===== src/rtl/sync_updown_mod_counter.sv =====
// Synchronous up/down modulo counter with load, terminal count and wrap pulse.
// Define SATURATE_EN to hold at the bounds instead of wrapping (wrap tied to 0).
module sync_updown_mod_counter #(
   parameter int N         = 4,
   parameter int MOD       = 2**N,
   parameter int RESET_VAL = MOD-1
) (
   input  logic         clk,
   input  logic         clr,
   input  logic         en,
   input  logic         up_dn,
   input  logic         load,
   input  logic [N-1:0] load_val,
   output logic [N-1:0] q,
   output logic         tc,
   output logic         wrap
);

   localparam logic [N-1:0] MAXV = N'(MOD-1);
   localparam logic [N-1:0] RSTV = N'(RESET_VAL);
   localparam logic [N:0]   MODV = (N+1)'(MOD);
   localparam bit           FULL = (MOD == (1 << N));

   logic [N-1:0] r_q;
   logic         r_wrap;
   logic [N:0]   w_inc;
   logic [N:0]   w_dec;
   logic         w_at_max;
   logic         w_at_zero;
   logic         w_up_wrap;
   logic         w_dn_wrap;
   logic [N-1:0] w_q_nxt;
   logic         w_wrap_nxt;

   assign w_inc     = {1'b0, r_q} + 1'b1;
   assign w_dec     = {1'b0, r_q} - 1'b1;
   assign w_at_max  = (r_q == MAXV);
   assign w_at_zero = (r_q == '0);
   // Full-range modulus wraps by natural carry/borrow out of bit N
   assign w_up_wrap = FULL ? w_inc[N] : w_at_max;
   assign w_dn_wrap = FULL ? w_dec[N] : w_at_zero;

   always_comb begin
      w_q_nxt    = r_q;
      w_wrap_nxt = 1'b0;
      if (load) begin
         w_q_nxt = ({1'b0, load_val} < MODV) ? load_val : MAXV;
      end else if (en) begin
`ifdef SATURATE_EN
         if (up_dn) w_q_nxt = w_up_wrap ? r_q : w_inc[N-1:0];
         else       w_q_nxt = w_dn_wrap ? r_q : w_dec[N-1:0];
`else
         if (up_dn) begin
            w_q_nxt    = w_up_wrap ? '0 : w_inc[N-1:0];
            w_wrap_nxt = w_up_wrap;
         end else begin
            w_q_nxt    = w_dn_wrap ? MAXV : w_dec[N-1:0];
            w_wrap_nxt = w_dn_wrap;
         end
`endif
      end
   end

   always_ff @(posedge clk or negedge clr) begin
      if (!clr) begin
         r_q    <= RSTV;
         r_wrap <= 1'b0;
      end else begin
         r_q    <= w_q_nxt;
         r_wrap <= w_wrap_nxt;
      end
   end

   assign q    = r_q;
   assign wrap = r_wrap;
   assign tc   = up_dn ? w_at_max : w_at_zero;

endmodule


===== config.mk =====
export PLATFORM = sky130hd
export DESIGN_NAME = sync_updown_mod_counter
export DESIGN_NICKNAME = d
export VERILOG_FILES = /design/src/rtl/sync_updown_mod_counter.sv
export SDC_FILE = /design/constraint.sdc
export NUM_CORES = 1
export LEC_CHECK = 0
export CAP_MARGIN = 10
export CORE_AREA = 2 2 39 41
export DETAILED_ROUTE_END_ITERATION = 10
export DIE_AREA = 0 0 41 43
export GPL_TIMING_DRIVEN = 0
export HOLD_SLACK_MARGIN = 0.03
export PLACE_DENSITY = 0.64
export SLEW_MARGIN = 20
export SYNTH_ARGS = -nofsm -noshare
export SYNTH_HDL_FRONTEND = slang
export SYNTH_SLANG_ARGS = --single-unit

===== constraint.sdc =====
create_clock -name clk -period 2 [get_ports clk]
set_input_delay 0.3 -clock clk [delete_from_list [all_inputs] [get_ports clk]]
set_output_delay 0.3 -clock clk [all_outputs]
set_load 0.01 [all_outputs]

Word level (Yosys, flattened, before mapping)
Index checks and enable logic that the tools add are counted.
- $add $sub $neg: 2
- equal/unequal tests: 1
- reductions and logical operators: 2
- mux-type cells: 9
- operators with widths (kind ; number):
    4-bit 2-to-1 mux ; 5
    4-bit by 1-bit adder with 5-bit output, second input constant ; 1
    4-bit by 1-bit subtractor with 5-bit output, second input constant ; 1
    4-bit == test, second input constant ; 1
    4-bit zero test ; 1
    1-bit 2-to-1 mux ; 4
    2-bit nonzero test ; 1
- register bits: 5
- output and inout port bits: 6

Longest topological paths before layout
- depth in word-level cells: 5
- depth in mapped cells: 6
- depth with buffers taken out: 6

Worst setup path before layout
No wires, ideal clock.
- path type: reg2reg
- start: register r_q[0], in the netlist q[0]
- end: register r_q[2], in the netlist q[2]
- path slack: 0.389 ns
- period minus slack after synthesis: 1.611 ns
- cell stages (with the launch flop): 7
- required time: 1.918 ns
- path buffers: 0
- arrival time: 1.528 ns
- library setup time: 0.082 ns
- cells stage by stage: dfstp_2 > inv_1 > ha_1 > mux2_1 > nand2_1 > xnor2_1 > mux2_2
- longest elaborated chain between the ends: 5
- elaborated cells on any way between the ends: 7
- RTL lines (element ; RTL line ; text):
    start, declared ; 24 ; logic [N-1:0] r_q;
    start signal, assigned ; 69 ; r_q <= w_q_nxt;
    4-bit by 1-bit subtractor with 5-bit output or 4-bit by 1-bit adder with 5-bit output (tied branches) ; 36, 35 ;
    4-bit 2-to-1 mux, on equally long branches ; 57, 54 ;
    4-bit 2-to-1 mux * ; 53 ; if (up_dn) begin
    4-bit 2-to-1 mux * ; 48 ; end else if (en) begin
    4-bit 2-to-1 mux * ; 46 ; if (load) begin
Every way passes the cells marked *; elsewhere a longest branch is shown, timed or not. The select of a mux whose other input is x is not followed.
A chain may end at the register's enable or synchronous reset.

Worst setup path after layout
- start: register r_q[0], in the netlist q[0]
- end: output tc
- longest elaborated chain between the ends: 2
- elaborated cells on any way between the ends: 3
- RTL lines (element ; RTL line ; text):
    4-bit == test or 4-bit zero test (tied branches) ; 37, 38 ;
    1-bit 2-to-1 mux * ; 76 ; assign tc = up_dn ? w_at_max : w_at_zero;
    end, declared ; 15 ; output logic tc,
Every way passes the cells marked *; elsewhere a longest branch is shown, timed or not.

==> flow_results.org <==
** STA
- The number of hold violations in the final report was 0.
- Subtracting the final worst setup slack from the clock period gives about 1.8 ns.
- Final Setup Violations :: 0
- Setup slack on the critical path of the routed design comes to around 0.20 ns.
- Timing would allow up to 557 MHz.
- Headroom to the max-slew limit :: 0.832
- Setup repair after global routing left no endpoint under its margin.
- At the pin with the least slew margin, the transition time is between 0.2 and 0.3 ns.
- Worst-case clock skew :: about 0.0022 ns
- Final period util :: 0.898
- Summed over all failing endpoints, the final setup total negative slack is 0 ns.
- Final Max Slew Viols :: 0

** Floorplan
- The region available for standard cell placement spans 1380 um2.
- During I/O placement, the number of pins put on the boundary was 15.
- Initial core utilization :: 0.307
- From left edge to right edge, the die measures 41 um.
- Die Span Y :: about 43 um
- The die covers 1760 um2.
- The floorplan has 14 rows.

** Clocking
- Clock transition at the register clock pins on the worst setup and hold paths after CTS :: 0.04 ns
- TritonCTS Sinks :: 5
- Counting along the longest clock path gives a buffer depth of 2.
- TritonCTS built the clock tree.
- Count of hold-fix buffers inserted at cts :: 0
- CTS placed an instance of clkbuf_4 at the clock tree root.
- Clock Latency Late Sink :: between 0.2 and 0.25 ns
- Total clock buffers created by CTS :: 3
- CTS built an H-tree with a depth of 1.

** Power
- NetSw :: about 130 uW
- Of the total power, the share spent switching nets is 0.310.
- Of the total power, registers draw 0.323.
- Combinational share of power :: 0.405
- IR Drop Worst-Case VDD :: between 0.4 and 0.5 mV
- Static Leakage :: between 0.0002 and 0.0003 uW
- Proportion of power drawn by the clock network :: 0.272
- Dividing total power by cell area gives a power density of 704 nW/um2.
- Internal power summed over all cells :: 292 uW

** Critical path
- The worst register-to-register path begins at q[0].
- STA classifies the critical path endpoint as a primary output.
- The critical path contains buffers and inverters numbering 2 combined.
- STA puts the critical path data required time at 1.70 ns.
- Biggest fanout along the worst timing path :: 6
- Tracing the worst setup path back leads to its startpoint at q[0].
- Traced cell by cell, the critical path runs through inv_1 -> ha_1 -> nand2_1 -> nand2_1 -> dlygate4sd2_1.
- The critical path is of the register to primary output type.
- CP max stage delay :: 0.58 ns
- CP most frequent cell :: nand2_1
- Minimum setup slack among reg-to-reg paths :: a little over 0.3 ns
- Critical Path Slowest Stage Cell :: dfstp_2
- STA puts the critical path data arrival time at around 1.5 ns.
- STA classifies the critical path startpoint as a register.
- The cell family contributing the most delay on the critical path is flip-flops.

** Finish
- Filler instances :: between 150 and 200
- In the final layout, the share of cells above drive strength 1 is 0.242.
- Layout overhead on the synthesized area :: 41.2%
- At the end of the flow the core is filled with cells to 0.434.
- In the final layout, flip-flops and latches occupy 130 um2.
- Final nets :: a little under 80
- The number of antenna diodes in the final layout is 0.
- Multi-input gate area in the final layout :: 251 um2

** Synthesis
- Share of flip-flops with an asynchronous set or reset after synthesis :: 1.00
- Share of Yosys cell area claimed by the top area cell type :: 0.247
- Count of synthesis-stage warnings from yosys :: 0
- Post-synth design cell area :: around 430 um2
- The synthesized-area fraction occupied by ao, oa, aoi and oai cells was 0.159.
- Yosys instantiated no cell more often than nand2_1.
- Seq cells post-synth :: 5
- Mux share of post-synthesis cell area :: 0.103
- Distinct cell type count of the synthesized netlist :: 25
- Sequential fraction of the synthesis area :: 0.306
- Adder-cell share of the synthesized area :: 0.0882
- Most common flop cell mapped by yosys :: dfstp_2
- Of the total synthesized cell area, the portion taken by AND, OR, NAND and NOR gates is 0.194.
- Mean instance size in the synthesized netlist :: approximately 8.7 um2
- Main combinational cell family by area after synthesis :: simple AND/OR/NAND/NOR gates
- In this run, synthesis inferred 0 flip-flops with an integrated enable.
- Gate count of the mapped netlist :: 49
- After synthesis, the cell types taking the most area are dfstp_2, ha_1, a21oi_1.
- Commonest cells post-synth :: nand2_1, a21oi_1, dfstp_2, inv_1
- Net count after synthesis :: between 60 and 70
- Of the total synthesized cell area, the portion taken by XOR and XNOR cells is 0.0412.
- Post-synthesis cell type with the largest combined area :: dfstp_2

** GRT
- Wire length of the first global-routing pass :: between 1500 and 2000 um
- Maximum number of pins on one net before global-route repair :: 10
- For this run the aggregate overflow at the end of global routing stands at 0.
- For this run, the total global-route usage over all layers was measured as 0.140.
- The number of global-route vias before repair came to 400.
- The initial antenna violation count is 0.

** Placement
- Final RePlAce weighted congestion :: between 0.7 and 0.8
- Number of port buffers :: 12
- Pre-CTS WS :: between 0.1 and 0.15 ns
- DP HPWL :: 752 um

** Routing
- In this run, the number of DRC markers left after iteration 0 of detailed routing was 4.
- Antenna Nets Post-Route :: 0
- Detail-routed via count per cell :: slightly above 5
- The pre-antenna-repair detailed-routing pass consisted of 4 iterations.
- DR vias :: ~420
- Remaining DRCs :: 0
- Mean routed wirelength per cell :: 12.3 um
- For this block, the routed nets add up to 1010 um of wire.

** Outcome
- The flow ran to the end, and the final reports show no timing, DRC or antenna violations.

** Flow run
- Number of max-cap violations :: 0

** Hold path
- The min-delay analysis places its worst path in the category primary input to async pin.
## path summary, 6_finish.rpt
check | to | cells after the start
setup / recovery | tc | 5
max in group asynchronous | q[0] | 1
min in group clk | q[0] | 2
setup reg to reg | q[2] | 6
hold / removal | wrap | 1
hold reg to reg | q[0] | 3
## kinds of logic after synthesis
family,Yosys count
and+or+nand+nor,15
AOI/OAI and AO/OA,12
buffers and inverters,8
DFF,5
muxes,4
adders and majority gates,3
xor gates and xnor gates,2
## flip-flops by register name, indices dropped and copies added (netlist names)
register and flops:
wrap 1, q 4
## area by class of cell
class	count	area share
Timing Repair Buffer	13	0.210
Tap cell	16	0.0333
Buffer	4	0.0521
Sequential cell	5	0.217
Clock buffer	4	0.0438
Inverter	4	0.0250
Multi-Input combinational cell	36	0.419
## per-layer routing
layer,wire length [um],vias to the layer above,GRT usage
met5,0,-,0
met4,8,0,0.0400
met3,84,2,0.0628
met2,466,23,0.219
met1,451,188,0.166
li1,-,206,-
## per-stage QoR
stage                     total power (uW)  area [um2]  instances  hold slack, ns
after CTS                              428         601         82           0.285
after global routing                   461         601         82           0.284
after floorplan                        243         425         49         0.00441
final                                  423         601         82           0.286
after global placement                 305         566         77           0.535
after detailed placement               308         566         77           0.540
## cells in the final DEF (no fill, tap or decap), drive strengths merged, types with 2 or more instances in the layout
cell	instances
dfstp	4
nand2	6
nor3	3
clkdlybuf4s50	11
mux2	3
buf	5
o21ai	4
inv	4
xnor2	2
ha	3
a21oi	5
clkbuf	4
## power groups by stage
| stage | Combinational [uW] | Clock (uW) | Sequential [uW] |
|---|---|---|---|
| after floorplan | 100 | 0 | 143 |
| after CTS | 171 | 120 | 137 |
| after global placement | 168 | 0 | 137 |
| after detailed placement | 171 | 0 | 138 |
| after global routing | 190 | 132 | 139 |
| final | 171 | 115 | 137 |
## timing repair
item / CTS / global route
resized for setup: 2 / 0
setup endpoints to repair: 1 / 0
setup buffers: 1 / 0
hold endpoints to repair: 0 / 0
Note: power is estimated with default switching activity, not from simulation.
==> RTL edit (config.mk and constraints unchanged) <==
The option `SATURATE_EN` is turned on by a define.
--- a/src/rtl/sync_updown_mod_counter.sv
+++ b/src/rtl/sync_updown_mod_counter.sv
@@ -1,5 +1,7 @@
 // Synchronous up/down modulo counter with load, terminal count and wrap pulse.
 // Define SATURATE_EN to hold at the bounds instead of wrapping (wrap tied to 0).
+`define SATURATE_EN
+
 module sync_updown_mod_counter #(
    parameter int N         = 4,
    parameter int MOD       = 2**N,
Function: changed (a bounded check fails within 4 cycles, from zero or initial values).
==> RTL edit against the unedited design <==
- wire length is 5.3% lower
- hold slack better by 0.15 ns
- synthesized area is 7.1% lower
- sequential cell count is 1 lower
- power is 13% lower
- final area is 3.5% lower
- register-to-register slack better by 0.03 ns
- setup slack better by 0.027 ns
- non-clock buffer count stayed put
- critical path type unchanged
==> RTL edit: results <==
group,metric,value,unit
global_routing,grt_use_met3,3.14,%
logic_synthesis,synth_xor_area_share,2.22,%
logic_synthesis,synth-main-ff-cell,"dfstp_2",
logic_synthesis,synth_area_leaders,"dfstp_2 (27%), ha_1 (9.5%), nand4_1 (6.3%)",
layout,largest_reg_flops,4,
global_routing,grt_max_degree,11,
logic_synthesis,ys_seq_area_share,26.6,%
logic_synthesis,yosysUniqueCellTypes,26,
global_routing,antenna_found_initial,0,
routing,vias_per_cell,5.31,
global_routing,first_global_vias,375,
routing,drtIter0Drc,12,
pwr,peakVddDrop,173,µV
placed_design,routabilityCongestion,0.783,
hold_path,hp-class,"in -> reg",
placed_design,hpwl,724,µm
global_routing,track_usage,12.1,%
placed_design,place_ws,0.118,ns
global_routing,met2_usage,18.8,%
logic_synthesis,syn-num-nets,56,
setup_path,cp.arrival,1.47,ns
sta,worst_clock_skew,0.00904,ns
logic_synthesis,synthMuxAreaShare,2.53,%
layout,num_antenna_cells,0,
logic_synthesis,synthAdderAreaFrac,9.49,%
pwr,power.leakage,0.000246,µW
global_routing,use_met1,13.9,%
sta,fin_ws,0.231,ns
setup_path,reg2reg_slack,0.34,ns
setup_path,cp_top_family,"flip-flops",
sta,slew_headroom,64.8,%
layout,layout.nets,76,
cts,clk_latency,0.24,ns
logic_synthesis,yosys-top-cells-count,"dfstp_2 (4), inv_1 (4), nand4_1 (4), ha_1 (3), o31ai_1 (3)",
setup_path,reg2reg_depth,5,
pwr,p_int,251,µW
logic_synthesis,synth_compound_area_share,22.2,%
setup_path,cpPeakStageDelay,0.55,ns
setup_path,cp_max_fo,3,
layout,layout-drive-gt1-share,25.8,%
setup_path,slowest_stage,"dfstp_2",
global_routing,grt_pass1_wl,1.42,mm
setup_path,cp_num_buf_inv,1,
routing,drt_wl_total,956,µm
logic_synthesis,async_flop_share,100,%
run_status,status,"finished clean",
[RTL edit: cell types whose count changed after synthesis, sizes merged, moves of 2 or more]
cell,change
o211ai,+3
nand4,+3
o31ai,+2
nor2b,+2
buf,-2
nor3,-2
a21oi,-5
mux2,-3
o21ai,-4
nand2,-4
[RTL edit: cell families (layout without fill, tap and decap cells)]
group	count (synthesis)	count (layout)
and+or+nand+nor	17	17
xor gates and xnor gates	1	1
adders and majority gates	3	3
muxes	1	1
AOI/OAI and AO/OA	11	11
other	1	1
DFF	4	4
buffers and inverters	6	24
[RTL edit: tightest hold or removal path, stage by stage]
cell,delay (ns)
buf_6,0.11
xnor2_1,0.07
nand4_1,0.09
a31oi_1,0.09
[RTL edit: power by group through the flow]
| stage | Sequential [µW] | Combinational [µW] | Clock, µW |
|---|---|---|---|
| 6_report | 126 | 142 | 101 |
| 5_1_grt | 129 | 156 | 110 |
| 4_1_cts | 126 | 142 | 103 |
| 3_5_place_dp | 131 | 129 | 0 |
| 3_3_place_gp | 131 | 127 | 0 |
| 2_1_floorplan | 129 | 68.3 | 0 |
[RTL edit: through the flow]
step / cells / cell area [µm²] / util [%] / power, µW
after global routing: 78 / 579 / 41.9 / 395
after detailed placement: 72 / 536 / 38.7 / 260
after CTS: 78 / 579 / 41.9 / 371
after global placement: 72 / 536 / 38.7 / 258
final: 78 / 579 / 41.9 / 370
after floorplan: 44 / 395 / - / 197
[RTL edit: how the worst min path moves through the flow]
stage               startpoint  slack [ns]   end  cells after the start
floorplan                  clr        0.15  q[0]                      0
global placement          q[0]        0.55  q[0]                      2
detailed placement        q[0]        0.55  q[0]                      2
CTS                      up_dn        0.43  q[1]                      4
global route               clr        0.47  q[2]                      1
finish                   up_dn        0.43  q[1]                      4
[RTL edit: final cells by class]
cell class / count / area (µm²)
sequential: 4 / 105
tap: 16 / 20.0
inverter: 4 / 15.0
clock buffer: 3 / 22.5
timing repair buffer: 15 / 141
buffer: 2 / 18.8
multi-input combinational: 34 / 256
fill: 147 / 805
[RTL edit: timing repair]
item                                    CTS  global route
buffers inserted                          3             0
gates resized for setup                   1             0
endpoints found under the setup margin    1             0
endpoints found under the hold margin     0             0
[RTL edit: layer usage]
metal  share of wire (%)  routed length, µm  vias to the layer above
met5                   0                  0                        -
met1                  44                421                      186
met2                  46                442                       17
met3                 6.1                 58                        5
met4                 3.6                 34                        0
li1                    -                  -                      206
